==> src/rtl/segdisp_pkg.sv <==
// Shared definitions for the multiplexed seven-segment display slave:
// register map, CTRL fields, lane masks and the hex-to-segment table.
package segdisp_pkg;

  localparam logic [3:0] ADDR_DATA_LO = 4'd0;
  localparam logic [3:0] ADDR_DATA_HI = 4'd1;
  localparam logic [3:0] ADDR_CTRL    = 4'd2;
  localparam logic [3:0] ADDR_DP      = 4'd3;
  localparam logic [3:0] ADDR_RAW0    = 4'd4;
  localparam logic [3:0] ADDR_STATUS  = 4'd8;

  localparam int CTRL_EN     = 0;
  localparam int CTRL_RAW    = 1;
  localparam int CTRL_BRIGHT = 8;

  localparam logic [31:0] CTRL_RESET = 32'h0000_FF00;
  localparam logic [31:0] CTRL_MASK  = 32'h0000_FF03;

  // Bits of a 32-bit register that belong to digits below DIGITS, where
  // each digit owns WIDTH bits starting at digit BASE.
  function automatic logic [31:0] lane_mask(
    input int digits,
    input int base,
    input int width
  );
    logic [31:0] m;
    m = '0;
    for (int i = 0; i < 32; i++) begin
      if (base + (i / width) < digits) m[i] = 1'b1;
    end
    return m;
  endfunction

  function automatic logic [6:0] hex7(input logic [3:0] n);
    logic [6:0] s;
    s = 7'h00;
    case (n)
      4'h0: s = 7'h3F;
      4'h1: s = 7'h06;
      4'h2: s = 7'h5B;
      4'h3: s = 7'h4F;
      4'h4: s = 7'h66;
      4'h5: s = 7'h6D;
      4'h6: s = 7'h7D;
      4'h7: s = 7'h07;
      4'h8: s = 7'h7F;
      4'h9: s = 7'h6F;
      4'hA: s = 7'h77;
      4'hB: s = 7'h7C;
      4'hC: s = 7'h39;
      4'hD: s = 7'h5E;
      4'hE: s = 7'h79;
      4'hF: s = 7'h71;
      default: s = 7'h00;
    endcase
    return s;
  endfunction

endpackage

==> src/rtl/register_with_bytelanes.sv <==
// 32-bit register with per-byte write enables; bits outside MASK
// are held at zero so unimplemented fields read back as 0.
module register_with_bytelanes #(
  parameter logic [31:0] RESET_VAL = '0,
  parameter logic [31:0] MASK      = '1
) (
  input  logic        clk,
  input  logic        reset,
  input  logic        we_i,
  input  logic [3:0]  be_i,
  input  logic [31:0] wdata_i,
  output logic [31:0] q_o
);

  logic [31:0] val_q;
  logic [31:0] val_d;

  always_comb begin
    val_d = val_q;
    if (we_i) begin
      for (int b = 0; b < 4; b++) begin
        if (be_i[b]) val_d[8*b +: 8] = wdata_i[8*b +: 8];
      end
    end
    val_d = val_d & MASK;
  end

  always_ff @(posedge clk or posedge reset) begin
    if (reset) val_q <= RESET_VAL & MASK;
    else       val_q <= val_d;
  end

  assign q_o = val_q;

endmodule

==> src/rtl/segdisp_scanner.sv <==
// Digit scan timing: slot prescaler, digit index, PWM dimming,
// anti-ghost guard window and frame counter.
module segdisp_scanner #(
  parameter int DIGITS  = 8,
  parameter int CLK_DIV = 50000,
  parameter int GUARD   = 2
) (
  input  logic        clk,
  input  logic        reset,
  input  logic        enable_i,
  input  logic [7:0]  bright_i,
  output logic [3:0]  idx_o,
  output logic        active_o,
  output logic        frame_tick_o,
  output logic [15:0] frame_cnt_o
);

  localparam int PW = $clog2(CLK_DIV + 1);

  logic [PW-1:0] presc_q, presc_d;
  logic [3:0]    idx_q, idx_d;
  logic [7:0]    pwm_q, pwm_d;
  logic [15:0]   cnt_q, cnt_d;
  logic          tick_q, tick_d;
  logic          last_slot;
  logic          last_dig;

  assign last_slot = (presc_q == PW'(CLK_DIV - 1));
  assign last_dig  = (idx_q == 4'(DIGITS - 1));

  // Disabled state is the restart point: digit 0, prescaler 0, pwm 0.
  always_comb begin
    presc_d = '0;
    idx_d   = '0;
    pwm_d   = '0;
    tick_d  = 1'b0;
    cnt_d   = cnt_q;
    if (enable_i) begin
      pwm_d   = pwm_q + 8'd1;
      presc_d = last_slot ? '0 : presc_q + 1'b1;
      idx_d   = idx_q;
      if (last_slot) begin
        if (last_dig) begin
          idx_d  = '0;
          tick_d = 1'b1;
          cnt_d  = cnt_q + 16'd1;
        end else begin
          idx_d = idx_q + 4'd1;
        end
      end
    end
  end

  always_ff @(posedge clk or posedge reset) begin
    if (reset) begin
      presc_q <= '0;
      idx_q   <= '0;
      pwm_q   <= '0;
      cnt_q   <= '0;
      tick_q  <= 1'b0;
    end else begin
      presc_q <= presc_d;
      idx_q   <= idx_d;
      pwm_q   <= pwm_d;
      cnt_q   <= cnt_d;
      tick_q  <= tick_d;
    end
  end

  assign active_o = enable_i
                 && (presc_q >= PW'(GUARD))
                 && ((pwm_q < bright_i) || (bright_i == 8'hFF));

  assign idx_o        = idx_q;
  assign frame_tick_o = tick_q;
  assign frame_cnt_o  = cnt_q;

endmodule

==> src/rtl/avalon_segdisp_mux.sv <==
// Avalon-MM slave driving a time-multiplexed seven-segment display
// with hex/raw modes, decimal points, PWM brightness and status.
module avalon_segdisp_mux
  import segdisp_pkg::*;
#(
  parameter int DIGITS           = 8,
  parameter int CLK_DIV          = 50000,
  parameter int GUARD            = 2,
  parameter bit SEG_ACTIVE_LOW   = 1'b1,
  parameter bit DIGIT_ACTIVE_LOW = 1'b1
) (
  input  logic              clk,
  input  logic              reset,
  input  logic [3:0]        slave_address,
  input  logic              slave_read,
  input  logic              slave_write,
  input  logic [31:0]       slave_writedata,
  input  logic [3:0]        slave_byteenable,
  output logic [31:0]       slave_readdata,
  output logic [7:0]        seg_out,
  output logic [DIGITS-1:0] digit_en,
  output logic              frame_tick
);

  logic [31:0] data_lo_q;
  logic [31:0] data_hi_q;
  logic [31:0] ctrl_q;
  logic [31:0] dp_q;
  logic [31:0] raw_q [4];

  logic [3:0]  idx;
  logic        active;
  logic [15:0] frame_cnt;
  logic        enable;

  logic [31:0] rd_d, rdata_q;
  logic [7:0]  seg_d, seg_q;
  logic [DIGITS-1:0] dig_d, dig_q;

  logic [63:0]  data_all;
  logic [127:0] raw_all;
  logic [3:0]   nib;

  register_with_bytelanes #(
    .RESET_VAL ('0),
    .MASK      (lane_mask(DIGITS, 0, 4))
  ) u_data_lo (
    .clk     (clk),
    .reset   (reset),
    .we_i    (slave_write && slave_address == ADDR_DATA_LO),
    .be_i    (slave_byteenable),
    .wdata_i (slave_writedata),
    .q_o     (data_lo_q)
  );

  register_with_bytelanes #(
    .RESET_VAL ('0),
    .MASK      (lane_mask(DIGITS, 8, 4))
  ) u_data_hi (
    .clk     (clk),
    .reset   (reset),
    .we_i    (slave_write && slave_address == ADDR_DATA_HI),
    .be_i    (slave_byteenable),
    .wdata_i (slave_writedata),
    .q_o     (data_hi_q)
  );

  register_with_bytelanes #(
    .RESET_VAL (CTRL_RESET),
    .MASK      (CTRL_MASK)
  ) u_ctrl (
    .clk     (clk),
    .reset   (reset),
    .we_i    (slave_write && slave_address == ADDR_CTRL),
    .be_i    (slave_byteenable),
    .wdata_i (slave_writedata),
    .q_o     (ctrl_q)
  );

  register_with_bytelanes #(
    .RESET_VAL ('0),
    .MASK      (lane_mask(DIGITS, 0, 1))
  ) u_dp (
    .clk     (clk),
    .reset   (reset),
    .we_i    (slave_write && slave_address == ADDR_DP),
    .be_i    (slave_byteenable),
    .wdata_i (slave_writedata),
    .q_o     (dp_q)
  );

  for (genvar n = 0; n < 4; n++) begin : g_raw
    register_with_bytelanes #(
      .RESET_VAL ('0),
      .MASK      (lane_mask(DIGITS, 4 * n, 8))
    ) u_raw (
      .clk     (clk),
      .reset   (reset),
      .we_i    (slave_write && slave_address == ADDR_RAW0 + 4'(n)),
      .be_i    (slave_byteenable),
      .wdata_i (slave_writedata),
      .q_o     (raw_q[n])
    );
  end

  assign enable = ctrl_q[CTRL_EN];

  segdisp_scanner #(
    .DIGITS  (DIGITS),
    .CLK_DIV (CLK_DIV),
    .GUARD   (GUARD)
  ) u_scan (
    .clk          (clk),
    .reset        (reset),
    .enable_i     (enable),
    .bright_i     (ctrl_q[CTRL_BRIGHT +: 8]),
    .idx_o        (idx),
    .active_o     (active),
    .frame_tick_o (frame_tick),
    .frame_cnt_o  (frame_cnt)
  );

  // Read mux samples pre-write state, so read+write returns old data.
  always_comb begin
    rd_d = '0;
    case (slave_address)
      ADDR_DATA_LO: rd_d = data_lo_q;
      ADDR_DATA_HI: rd_d = data_hi_q;
      ADDR_CTRL:    rd_d = ctrl_q;
      ADDR_DP:      rd_d = dp_q;
      4'd4, 4'd5,
      4'd6, 4'd7:   rd_d = raw_q[slave_address[1:0]];
      ADDR_STATUS:  rd_d = {frame_cnt, 12'h000, idx};
      default:      rd_d = '0;
    endcase
  end

  assign data_all = {data_hi_q, data_lo_q};
  assign raw_all  = {raw_q[3], raw_q[2], raw_q[1], raw_q[0]};
  assign nib      = data_all[{idx, 2'b00} +: 4];

  // Segments follow the scan even in the guard window; only the
  // digit drivers are blanked there.
  always_comb begin
    seg_d = '0;
    dig_d = '0;
    if (enable) begin
      if (ctrl_q[CTRL_RAW]) seg_d = raw_all[{idx, 3'b000} +: 8];
      else seg_d = {dp_q[{1'b0, idx}], hex7(nib)};
    end
    if (active) dig_d = DIGITS'(1) << idx;
  end

  always_ff @(posedge clk or posedge reset) begin
    if (reset) begin
      rdata_q <= '0;
      seg_q   <= '0;
      dig_q   <= '0;
    end else begin
      if (slave_read) rdata_q <= rd_d;
      seg_q <= seg_d;
      dig_q <= dig_d;
    end
  end

  assign slave_readdata = rdata_q;
  assign seg_out  = seg_q ^ {8{SEG_ACTIVE_LOW}};
  assign digit_en = dig_q ^ {DIGITS{DIGIT_ACTIVE_LOW}};

endmodule

==> config.mk <==
export PLATFORM = sky130hd
export DESIGN_NAME = avalon_segdisp_mux
export DESIGN_NICKNAME = d
export VERILOG_FILES = /design/src/rtl/segdisp_pkg.sv /design/src/rtl/register_with_bytelanes.sv /design/src/rtl/segdisp_scanner.sv /design/src/rtl/avalon_segdisp_mux.sv
export SDC_FILE = /design/constraint.sdc
export NUM_CORES = 1
export LEC_CHECK = 0
export ABC_AREA = 1
export CORE_ASPECT_RATIO = 1.2
export CORE_UTILIZATION = 65
export CTS_CLUSTER_DIAMETER = 80
export DETAILED_ROUTE_END_ITERATION = 10
export PLACE_DENSITY_LB_ADDON = 0.2
export SLEW_MARGIN = 20
export SYNTH_ARGS = -nofsm -noshare
export SYNTH_HDL_FRONTEND = slang
export SYNTH_HIERARCHICAL = 1
export SYNTH_SLANG_ARGS = --single-unit
==> constraint.sdc <==
create_clock -name clk -period 5.94 [get_ports clk]
set_clock_uncertainty 0.15 [all_clocks]
set_input_delay 1.188 -clock clk [delete_from_list [all_inputs] [get_ports clk]]
set_output_delay 1.188 -clock clk [all_outputs]
set_load 0.02 [all_outputs]
==> flow_summary.json <==
{
  "wl_per_cell_um": 19.5,
  "syn2layout_area_growth_pct": 6.92,
  "cp_max_fo": 21,
  "path_cells": "clkdlybuf4s50_1, nor2_2, nand2_1, nor2_2, nand2_2, nand2_1, nand2_1",
  "yosysWarnings": 6,
  "num_rows": 58,
  "grt_pass1_vias": 12500,
  "grt-ovfl-total": 0,
  "min-delay-start": "u_dp/q_o[7]",
  "dp.final_hpwl_um": 32900,
  "routed_wl_um": 45100,
  "ios": 93,
  "fillers": 1828,
  "grt_use_total_pct": 41.2,
  "grt_pass1_wl_um": 69500,
  "clk_latency_ns": 0.52,
  "cts_tree": "done",
  "final_max_slew_viol_count": 0,
  "synth_cells": 1988,
  "firstDrtPassIters": 6,
  "antenna_cells": 0,
  "root_buffer": "clkbuf_16",
  "synth_area_um2": 14200,
  "pwr-share-comb_pct": 24.0,
  "post_cts_buffers": 0,
  "cts_num_sinks": 207,
  "initial_utilization_pct": 67.1,
  "leakagePower_nw": 7.36,
  "finalHoldViolCount": 0,
  "power_density_nw_per_um2": 278,
  "peakVddDrop_uv": 301,
  "route.detailed.drc": 0,
  "worst-path-buf-inv": 1,
  "holdWs_ns": 0.323,
  "critPathArrivalTime_ns": 3.96,
  "first_iter_violations": 1715,
  "seq_power_share_pct": 43.5,
  "die_h_um": 164,
  "setup_violations": 0,
  "antenna_found_initial": 1,
  "crit_slowest_cell": "nor2_2",
  "rsz0062_at_grt": "no",
  "cts_resized": 0,
  "min_to": "u_dp/q_o[7]",
  "crit_family": "simple AND/OR/NAND/NOR gates",
  "reg2reg_depth": 15,
  "layout_min_cycle_time_ns": 3.71,
  "cap_viol_max_count": 0,
  "numCtsBuffers": 23,
  "die_x_um": 137,
  "p_int_w": 0.00277,
  "drtAntennaViolNets": 0,
  "place.gp.congestion": 1.07,
  "vias_per_cell": 5.84,
  "fin_tns_setup_ns": 0,
  "rr_endpoint": "seg_q[0]",
  "tightest_slew_ns": 0.985,
  "drive_gt1_share_pct": 6.91,
  "cpMostUsedCell": "nand2_1",
  "r2r_slack_ns": 2.31,
  "clkPwrFrac_pct": 32.6,
  "critical_path_class": "in2reg",
  "power.switching_w": 0.00147,
  "critPathCaptureType": "register",
  "cp-start-kind": "primary input",
  "fin_crit_sh_pct": 62.5,
  "htree_levels": 1,
  "core-area_um2": 21200,
  "r2r-start": "u_scan/idx_o[0]",
  "status": "complete, no violations",
  "hp-class": "reg2reg",
  "vias": 13500,
  "nets": 2090,
  "seq_area_um2": 5190,
  "slew_headroom_pct": 34.2,
  "p_sw_share_pct": 34.7,
  "syn_avg_cell_area_um2": 7.16,
  "dieArea_um2": 22500,
  "required_ns": 6.18,
  "io_buffers": 92,
  "holdPathStages": 2,
  "hold_buffers": 0,
  "clkTransAtPathRegs_ns": 0.06,
  "slowest_delay_ns": 0.77,
  "grt_max_degree": 54,
  "clock.fmax_mhz": 269,
  "clockBufferDepth": 3,
  "multi_input_area_um2": 7210
}
-- tightest hold or removal path, delay by kind of cell, from the launching register on --
| family | cells | cell delay, ns |
|---|---|---|
| DFF | 1 | 0.34 |
| and+or+nand+nor | 2 | 0.10 |
-- metrics by stage --
step / setup WS (ns) / utilization [%] / power [W] / area, um^2 / cells
floorplan: 3.31 / - / 0.00251 / 14700 / 2125
global placement: 1.87 / 68.4 / 0.00279 / 14500 / 2272
detailed placement: 1.81 / 68.4 / 0.00282 / 14500 / 2272
CTS: 2.32 / 71.8 / 0.00419 / 15200 / 2310
global route: 1.99 / 71.8 / 0.00441 / 15200 / 2310
finish: 2.23 / 71.8 / 0.00424 / 15200 / 2310
-- worst max path at each step --
stage	startpoint	endpoint	slack, ns	depth (start not counted)
final	slave_address[1]	u_data_lo/q_o[29]	2.23	7
after CTS	slave_address[1]	u_data_lo/q_o[29]	2.32	7
after global placement	slave_address[1]	slave_readdata[11]	1.87	8
after global routing	slave_address[1]	slave_readdata[5]	1.99	8
after floorplan	slave_address[2]	g_raw[0].u_raw/q_o[0]	3.31	9
after detailed placement	slave_address[1]	slave_readdata[26]	1.81	7
-- routing by layer --
metal / track usage [%] / part of all wire [%] / vias up
met1: 55.2 / 39 / 6218
li1: - / - / 6297
met2: 60.4 / 42 / 800
met4: 25.6 / 7.1 / 2
met5: 0 / 0.029 / -
met3: 9.26 / 11 / 164
-- power groups by stage --
stage / clock [W] / combinational (W) / sequential, W
after global routing: 0.00145 / 0.00111 / 0.00185
after detailed placement: 0 / 0.000976 / 0.00184
after CTS: 0.00139 / 0.000982 / 0.00182
after global placement: 0 / 0.000955 / 0.00184
final: 0.00138 / 0.00102 / 0.00184
after floorplan: 0 / 0.000753 / 0.00176
-- area by class of cell --
class / instances / area share [%]
Clock buffer: 31 / 4.31
Clock inverter: 7 / 0.444
Inverter: 176 / 4.37
Multi-Input combinational cell: 1504 / 47.4
Sequential cell: 207 / 34.1
Tap cell: 270 / 2.22
Timing Repair Buffer: 115 / 7.16
-- registers in the layout, indices dropped and copies added (netlist names) --
signal               cells
g_raw.u_raw/q_o         64
slave_readdata          32
u_data_lo/q_o           32
u_scan/frame_cnt_o      16
u_scan/presc_q          16
u_ctrl/q_o              10
dig_q                    8
seg_q                    8
u_dp/q_o                 8
u_scan/pwm_q             8
u_scan/idx_o             4
u_scan/frame_tick_o      1
-- placed cells by master, fill, tap and decap left out, types with 6 or more instances in the layout --
master / n
nand2_1: 644
dfrtp_1: 199
nand3_1: 196
inv_1: 159
conb_1: 142
nor2_1: 103
clkdlybuf4s50_1: 91
o21ai_0: 77
a21oi_1: 60
a22oi_1: 56
nand4_1: 35
o22ai_1: 35
nand2_2: 25
clkbuf_16: 23
buf_4: 23
ha_1: 19
nor3_1: 14
inv_2: 12
o221ai_1: 12
mux2_2: 11
a22o_1: 10
o2111ai_1: 8
dfstp_2: 8
nor2_2: 7
xor2_1: 7
o211ai_1: 6
No activity file was read; power rests on OpenSTA's default activity.
